[src/rtl/mem_port_arbiter.sv]
// Shares one byte-wide RAM port between instruction fetch and load/store, splitting each
// word/half/byte transaction into little-endian byte accesses. Define ARB_ROUND_ROBIN_EN for tie alternation.
module mem_port_arbiter #(
   parameter int ADDR_W = 32
) (
   input  logic              clk,
   input  logic              rst_n,
   input  logic              rdy,
   input  logic              if_req_i,
   input  logic [ADDR_W-1:0] if_addr_i,
   input  logic              if_flush_i,
   output logic [31:0]       if_inst_o,
   output logic              if_done_o,
   input  logic              mem_req_i,
   input  logic              mem_we_i,
   input  logic [1:0]        mem_len_i,
   input  logic [ADDR_W-1:0] mem_addr_i,
   input  logic [31:0]       mem_wdata_i,
   output logic [31:0]       mem_rdata_o,
   output logic              mem_done_o,
   output logic [ADDR_W-1:0] ram_a_o,
   output logic              ram_wr_o,
   output logic [7:0]        ram_dout_o,
   input  logic [7:0]        ram_din_i
);

   typedef enum logic [1:0] {IDLE, IF_RD, MEM_RD, MEM_WR} state_t;

   state_t            state_q, state_d;
   logic [ADDR_W-1:0] ram_a_q;
   logic              wr_q;
   logic [7:0]        dout_q;
   logic [1:0]        cnt_q, last_q;
   logic [31:0]       wdata_q, buf_q, if_inst_q, mem_rdata_q;
   logic              if_done_q, mem_done_q;
   logic              if_ok, mem_ok, gnt_if, gnt_mem, at_last;
`ifdef ARB_ROUND_ROBIN_EN
   logic              last_mem_q;
`endif

   function automatic logic [1:0] last_idx(input logic [1:0] len);
      case (len)
         2'b00:   last_idx = 2'd0;
         2'b01:   last_idx = 2'd1;
         default: last_idx = 2'd3;
      endcase
   endfunction

   function automatic logic [31:0] merge_lane(input logic [31:0] word, input logic [1:0] lane,
                                              input logic [7:0] b);
      merge_lane = word;
      merge_lane[{lane, 3'b000} +: 8] = b;
   endfunction

   function automatic logic [7:0] lane_of(input logic [31:0] word, input logic [1:0] lane);
      lane_of = word[{lane, 3'b000} +: 8];
   endfunction

   always_ff @(posedge clk or negedge rst_n)
      if (!rst_n)   state_q <= IDLE;
      else if (rdy) state_q <= state_d;

   always_comb begin
      state_d = state_q;
      case (state_q)
         IDLE:    if (gnt_mem)    state_d = mem_we_i ? MEM_WR : MEM_RD;
                  else if (gnt_if) state_d = IF_RD;
         IF_RD:   if (if_flush_i || at_last) state_d = IDLE;
         default: if (at_last)    state_d = IDLE;
      endcase
   end

   // A requester whose done is still showing is dropping its request, so it must not win.
   always_comb begin
      mem_ok  = mem_req_i & ~mem_done_q;
      if_ok   = if_req_i & ~if_done_q & ~if_flush_i;
      gnt_mem = 1'b0;
      gnt_if  = 1'b0;
      if (state_q == IDLE) begin
`ifdef ARB_ROUND_ROBIN_EN
         if (mem_ok && if_ok) begin
            gnt_mem = ~last_mem_q;
            gnt_if  = last_mem_q;
         end else begin
            gnt_mem = mem_ok;
            gnt_if  = if_ok;
         end
`else
         gnt_mem = mem_ok;
         gnt_if  = if_ok & ~mem_ok;
`endif
      end
      at_last  = (state_q != IDLE) && (cnt_q == last_q);
      ram_wr_o = wr_q & rdy;
   end

`ifdef ARB_ROUND_ROBIN_EN
   always_ff @(posedge clk or negedge rst_n)
      if (!rst_n) last_mem_q <= 1'b0;
      else if (rdy && state_q == IDLE && mem_ok && if_ok) last_mem_q <= gnt_mem;
`endif

   always_ff @(posedge clk or negedge rst_n) begin
      if (!rst_n) begin
         ram_a_q     <= '0;
         wr_q        <= 1'b0;
         dout_q      <= 8'h00;
         cnt_q       <= 2'd0;
         last_q      <= 2'd0;
         if_inst_q   <= 32'h0;
         mem_rdata_q <= 32'h0;
         if_done_q   <= 1'b0;
         mem_done_q  <= 1'b0;
      end else if (rdy) begin
         if_done_q  <= 1'b0;
         mem_done_q <= 1'b0;
         if (state_q == IDLE) begin
            if (gnt_mem) begin
               ram_a_q <= mem_addr_i;
               cnt_q   <= 2'd0;
               last_q  <= last_idx(mem_len_i);
               wr_q    <= mem_we_i;
               dout_q  <= mem_wdata_i[7:0];
            end else if (gnt_if) begin
               ram_a_q <= if_addr_i;
               cnt_q   <= 2'd0;
               last_q  <= 2'd3;
               wr_q    <= 1'b0;
            end
         end else if (state_q == IF_RD && if_flush_i) begin
            wr_q <= 1'b0;
         end else if (at_last) begin
            wr_q <= 1'b0;
            if (state_q == IF_RD) begin
               if_inst_q <= merge_lane(buf_q, cnt_q, ram_din_i);
               if_done_q <= 1'b1;
            end else begin
               if (state_q == MEM_RD) mem_rdata_q <= merge_lane(buf_q, cnt_q, ram_din_i);
               mem_done_q <= 1'b1;
            end
         end else begin
            cnt_q   <= cnt_q + 2'd1;
            ram_a_q <= ram_a_q + ADDR_W'(1);
            dout_q  <= lane_of(wdata_q, cnt_q + 2'd1);
         end
      end
   end

   // Assembly buffer is cleared while idle so unused lanes of short loads read as zero.
   always_ff @(posedge clk)
      if (rdy) begin
         if (state_q == IDLE) begin
            wdata_q <= mem_wdata_i;
            buf_q   <= 32'h0;
         end else if (state_q != MEM_WR) begin
            buf_q <= merge_lane(buf_q, cnt_q, ram_din_i);
         end
      end

   assign ram_a_o     = ram_a_q;
   assign ram_dout_o  = dout_q;
   assign if_inst_o   = if_inst_q;
   assign if_done_o   = if_done_q;
   assign mem_rdata_o = mem_rdata_q;
   assign mem_done_o  = mem_done_q;

endmodule

[config.mk]
export PLATFORM = sky130hd
export DESIGN_NAME = mem_port_arbiter
export DESIGN_NICKNAME = d
export VERILOG_FILES = /design/src/rtl/mem_port_arbiter.sv
export SDC_FILE = /design/constraint.sdc
export NUM_CORES = 1
export LEC_CHECK = 0
export ABC_CLOCK_PERIOD_IN_PS = 3900
export CAP_MARGIN = 10
export CORE_UTILIZATION = 49
export CTS_CLUSTER_SIZE = 28
export DETAILED_ROUTE_END_ITERATION = 16
export GPL_TIMING_DRIVEN = 1
export HOLD_SLACK_MARGIN = 0.15
export PLACE_DENSITY = 0.81
export SLEW_MARGIN = 25
export SYNTH_ARGS = -nofsm -noshare
export SYNTH_HDL_FRONTEND = slang
export SYNTH_SLANG_ARGS = --single-unit
[constraint.sdc]
create_clock -name clk -period 3.9 [get_ports clk]
set_input_delay 0.975 -clock clk [delete_from_list [all_inputs] [get_ports clk]]
set_output_delay 0.975 -clock clk [all_outputs]
set_load 0.01 [all_outputs]
==> flow_metrics.py <==
metrics = {
    "status": {
        "outcome": "finished clean",
    },
    "pwr": {
        "seqPwrFrac": 0.374,
        "ir_worst_vdd_v": 0.000411,
        "p_per_area_nw_per_um2": 769,
        "switchingPower_mw": 3.22,
        "p_sw_frac": 0.377,
        "internal-power_mw": 5.32,
        "power_frac_comb": 0.445,
        "clock_power_share": 0.180,
        "power.leakage_nw": 4.46,
    },
    "drt": {
        "wl_mm": 21.4,
        "drc_errors": 0,
        "drtAntennaViolNets": 0,
        "wl_per_cell_um": 17.4,
        "drt_iter0_markers": 581,
        "vias_per_cell": 5.61,
        "firstDrtPassIters": 5,
        "vias": 6934,
    },
    "timing": {
        "tightest_slew_ns": 0.943,
        "rsz0062_at_grt": "no",
        "fin_crit_sh": 0.874,
        "clock_skew_ns": 0.00828,
        "maxSlewHeadroom": 0.367,
        "max_freq_mhz": 293,
        "finalHoldViolCount": 0,
        "hold_slack_ns": 0.479,
        "slew_viol_final": 0,
        "setup_viol": 0,
        "fin_setup_tns_ns": 0,
        "min_period_ns": 3.41,
    },
    "layout": {
        "drive_gt1_frac": 0.0608,
        "final_cell_mix": "clkdlybuf4s50_1 (218), nand2_1 (150), dfrtp_1 (113), o21ai_0 (86), edfxtp_1 (64)",
        "fillers": 1241,
        "final_cell_area_um2": 11100,
        "fin_nets": 1125,
        "syn_to_final_growth_pct": 35.4,
        "diodes": 0,
        "final_common_cell": "clkdlybuf4s50_1",
    },
    "grt": {
        "grt_max_degree": 66,
        "grt_pass1_wl_mm": 35.6,
        "grtUsageTotal": 0.260,
        "grt-ovfl-total": 0,
        "antenna_found_initial": 0,
        "grt_pass1_vias": 6717,
    },
    "synth": {
        "ys_types": 59,
        "synth_edf_count": 64,
        "syn_area_um2": 8200,
        "ys.warnings.count": 0,
        "ys.flop_type": "dfrtp_1",
        "netlist_instances": 803,
        "syn-num-nets": 922,
        "synth_seq_cells": 177,
        "synthArstFlopShare": 0.638,
        "avgSynthCellArea_um2": 10.2,
        "yosysSeqAreaShare": 0.579,
    },
    "critical_path": {
        "cp_num_buf_inv": 2,
        "worst_ep_required_time_ns": 2.92,
        "critical_path_class": "input pin to output port",
        "critPathMaxFanout": 13,
        "crit_path_end_kind": "output port",
        "critical_path.top_delay_family": "buffers and inverters",
        "cp.arrival_ns": 2.43,
        "startpoint_type": "input pin",
        "critPathMostFrequentCell": "clkdlybuf4s50_1",
        "worstPathCellList": "clkdlybuf4s50_1 > and2_1 > clkdlybuf4s50_1",
        "max_stage_delay_ns": 0.72,
        "crit_slowest_cell": "clkdlybuf4s50_1",
    },
    "clock_tree": {
        "cts_resized": 0,
        "numCtsBuffers": 17,
        "htreeDepth": 4,
        "post_cts_buffers": 0,
        "max-clock-path-buffers": 2,
        "path_clk_slew_ns": 0.06,
        "cts-root-buf": "clkbuf_16",
        "cts_tree": "yes",
        "cts_hold_buffers": 0,
        "cts_num_sinks": 177,
        "clk_latency_ns": 0.43,
    },
    "die": {
        "die_y_um": 131,
        "initial_core_util": 0.509,
        "rows": 46,
        "ios": 220,
        "fp.dieW_um": 131,
        "die-area_um2": 17300,
        "core_area_um2": 16100,
    },
    "place": {
        "io_buffers": 219,
        "dp_hpwl_mm": 14.9,
        "dpl-instance-area_um2": 10600,
        "gp_congestion": 0.832,
    },
    "min_path": {
        "hp-class": "register to register",
    },
    "job": {
        "drv_cap": 0,
    },
}
-- worst register-to-register path, delay by kind of cell, from the launching register on --
kind | cells | cell delay [ns]
simple gates | 1 | 0.75
buf+inv | 3 | 0.67
flops | 1 | 0.32
compound gates | 2 | 0.50
fa+ha+maj | 1 | 0.67
-- final timing paths --
path | endpoint | slack [ns] | startpoint | cells past startpoint
max | ram_wr_o | 0.49 | rdy | 3
max in group asynchronous | ram_a_o[13] | 2.50 | rst_n | 2
max reg2reg | if_inst_o[20] | 0.92 | cnt_q[0] | 7
min | if_inst_o[16] | 0.48 | if_inst_o[16] | 2
min reg2reg | if_inst_o[16] | 0.48 | if_inst_o[16] | 2
min in group asynchronous | mem_rdata_o[4] | 0.64 | rst_n | 1
-- cells in the mapped netlist (all sizes together) (2+ instances only) --
library cell | instances | area, µm²
edfxtp | 64 | 1920
inv | 9 | 33.8
mux2i | 11 | 110
nor3 | 4 | 31.3
clkbuf | 18 | 67.6
nor2b | 34 | 213
and3 | 14 | 88.8
and2 | 6 | 42.5
o211ai | 3 | 27.5
nor2 | 57 | 216
nand4 | 10 | 77.6
nor4 | 3 | 40.0
dfrtp | 113 | 2830
a211oi | 8 | 75.1
buf | 30 | 141
o41ai | 2 | 17.5
o21ai | 98 | 494
a31oi | 5 | 31.3
xor2 | 2 | 17.5
o22ai | 2 | 12.5
and4 | 4 | 36.3
mux4 | 8 | 180
a21oi | 60 | 300
o22a | 8 | 70.1
nand3 | 40 | 200
a2bb2oi | 10 | 87.6
o31ai | 6 | 45.0
nand2 | 150 | 563
ha | 6 | 75.1
a41oi | 2 | 17.5
-- metrics by stage --
| stage | power (mW) | worst slack [ns] | util | cells |
|---|---|---|---|---|
| finish | 8.54 | 0.491 | 0.689 | 1235 |
| global route | 9.08 | 0.444 | 0.689 | 1235 |
| floorplan | 5.25 | 0.651 | - | 803 |
| global placement | 6.86 | 0.501 | 0.657 | 1203 |
| CTS | 8.56 | 0.486 | 0.689 | 1235 |
| detailed placement | 7.00 | 0.439 | 0.657 | 1203 |
-- area by class of cell --
class                      count  area [µm²]  share of cell area
clock buffer                  23         448              0.0403
clock inverter                 9        67.6             0.00608
inverter                       9        33.8             0.00304
multi-input combinational    569        3240               0.291
sequential                   177        4750               0.428
tap                          216         270              0.0243
timing repair buffer         232        2300               0.207
-- registers in the layout, summed over array words and instances (netlist names) --
register     count
buf_q           32
if_inst_o       32
mem_rdata_o     32
ram_a_o         32
wdata_q         32
ram_dout_o       8
cnt_q            2
last_q           2
state_q          2
if_done_o        1
mem_done_o       1
wr_q             1
-- power by group through the flow --
stage | registers [mW] | logic [mW] | clock network [mW]
3_5_place_dp | 3.21 | 3.79 | 0
5_1_grt | 3.28 | 4.17 | 1.63
6_report | 3.20 | 3.80 | 1.54
4_1_cts | 3.19 | 3.81 | 1.55
3_3_place_gp | 3.19 | 3.68 | 0
2_1_floorplan | 3.32 | 1.93 | 0
-- layer usage --
metal | share of wire | track usage | routed length [µm] | up-vias
li1 | - | - | - | 3282
met1 | 0.43 | 0.348 | 9140 | 3325
met2 | 0.48 | 0.420 | 10300 | 301
met3 | 0.078 | 0.0675 | 1670 | 26
met4 | 0.014 | 0.0685 | 292 | 0
met5 | 0 | 0 | 0 | -
-- cells by family after synthesis --
group                    count (synthesis)  share of synthesized area
AND/OR/NAND/NOR                        328                      0.190
AO/OA/AOI/OAI                          213                      0.153
flip-flops                             177                      0.579
buffers and inverters                   57                     0.0296
multiplexers                            20                     0.0368
adder cells (fa/ha/maj)                  6                    0.00915
XOR/XNOR                                 2                    0.00214
(Power assumes the default switching activity.)
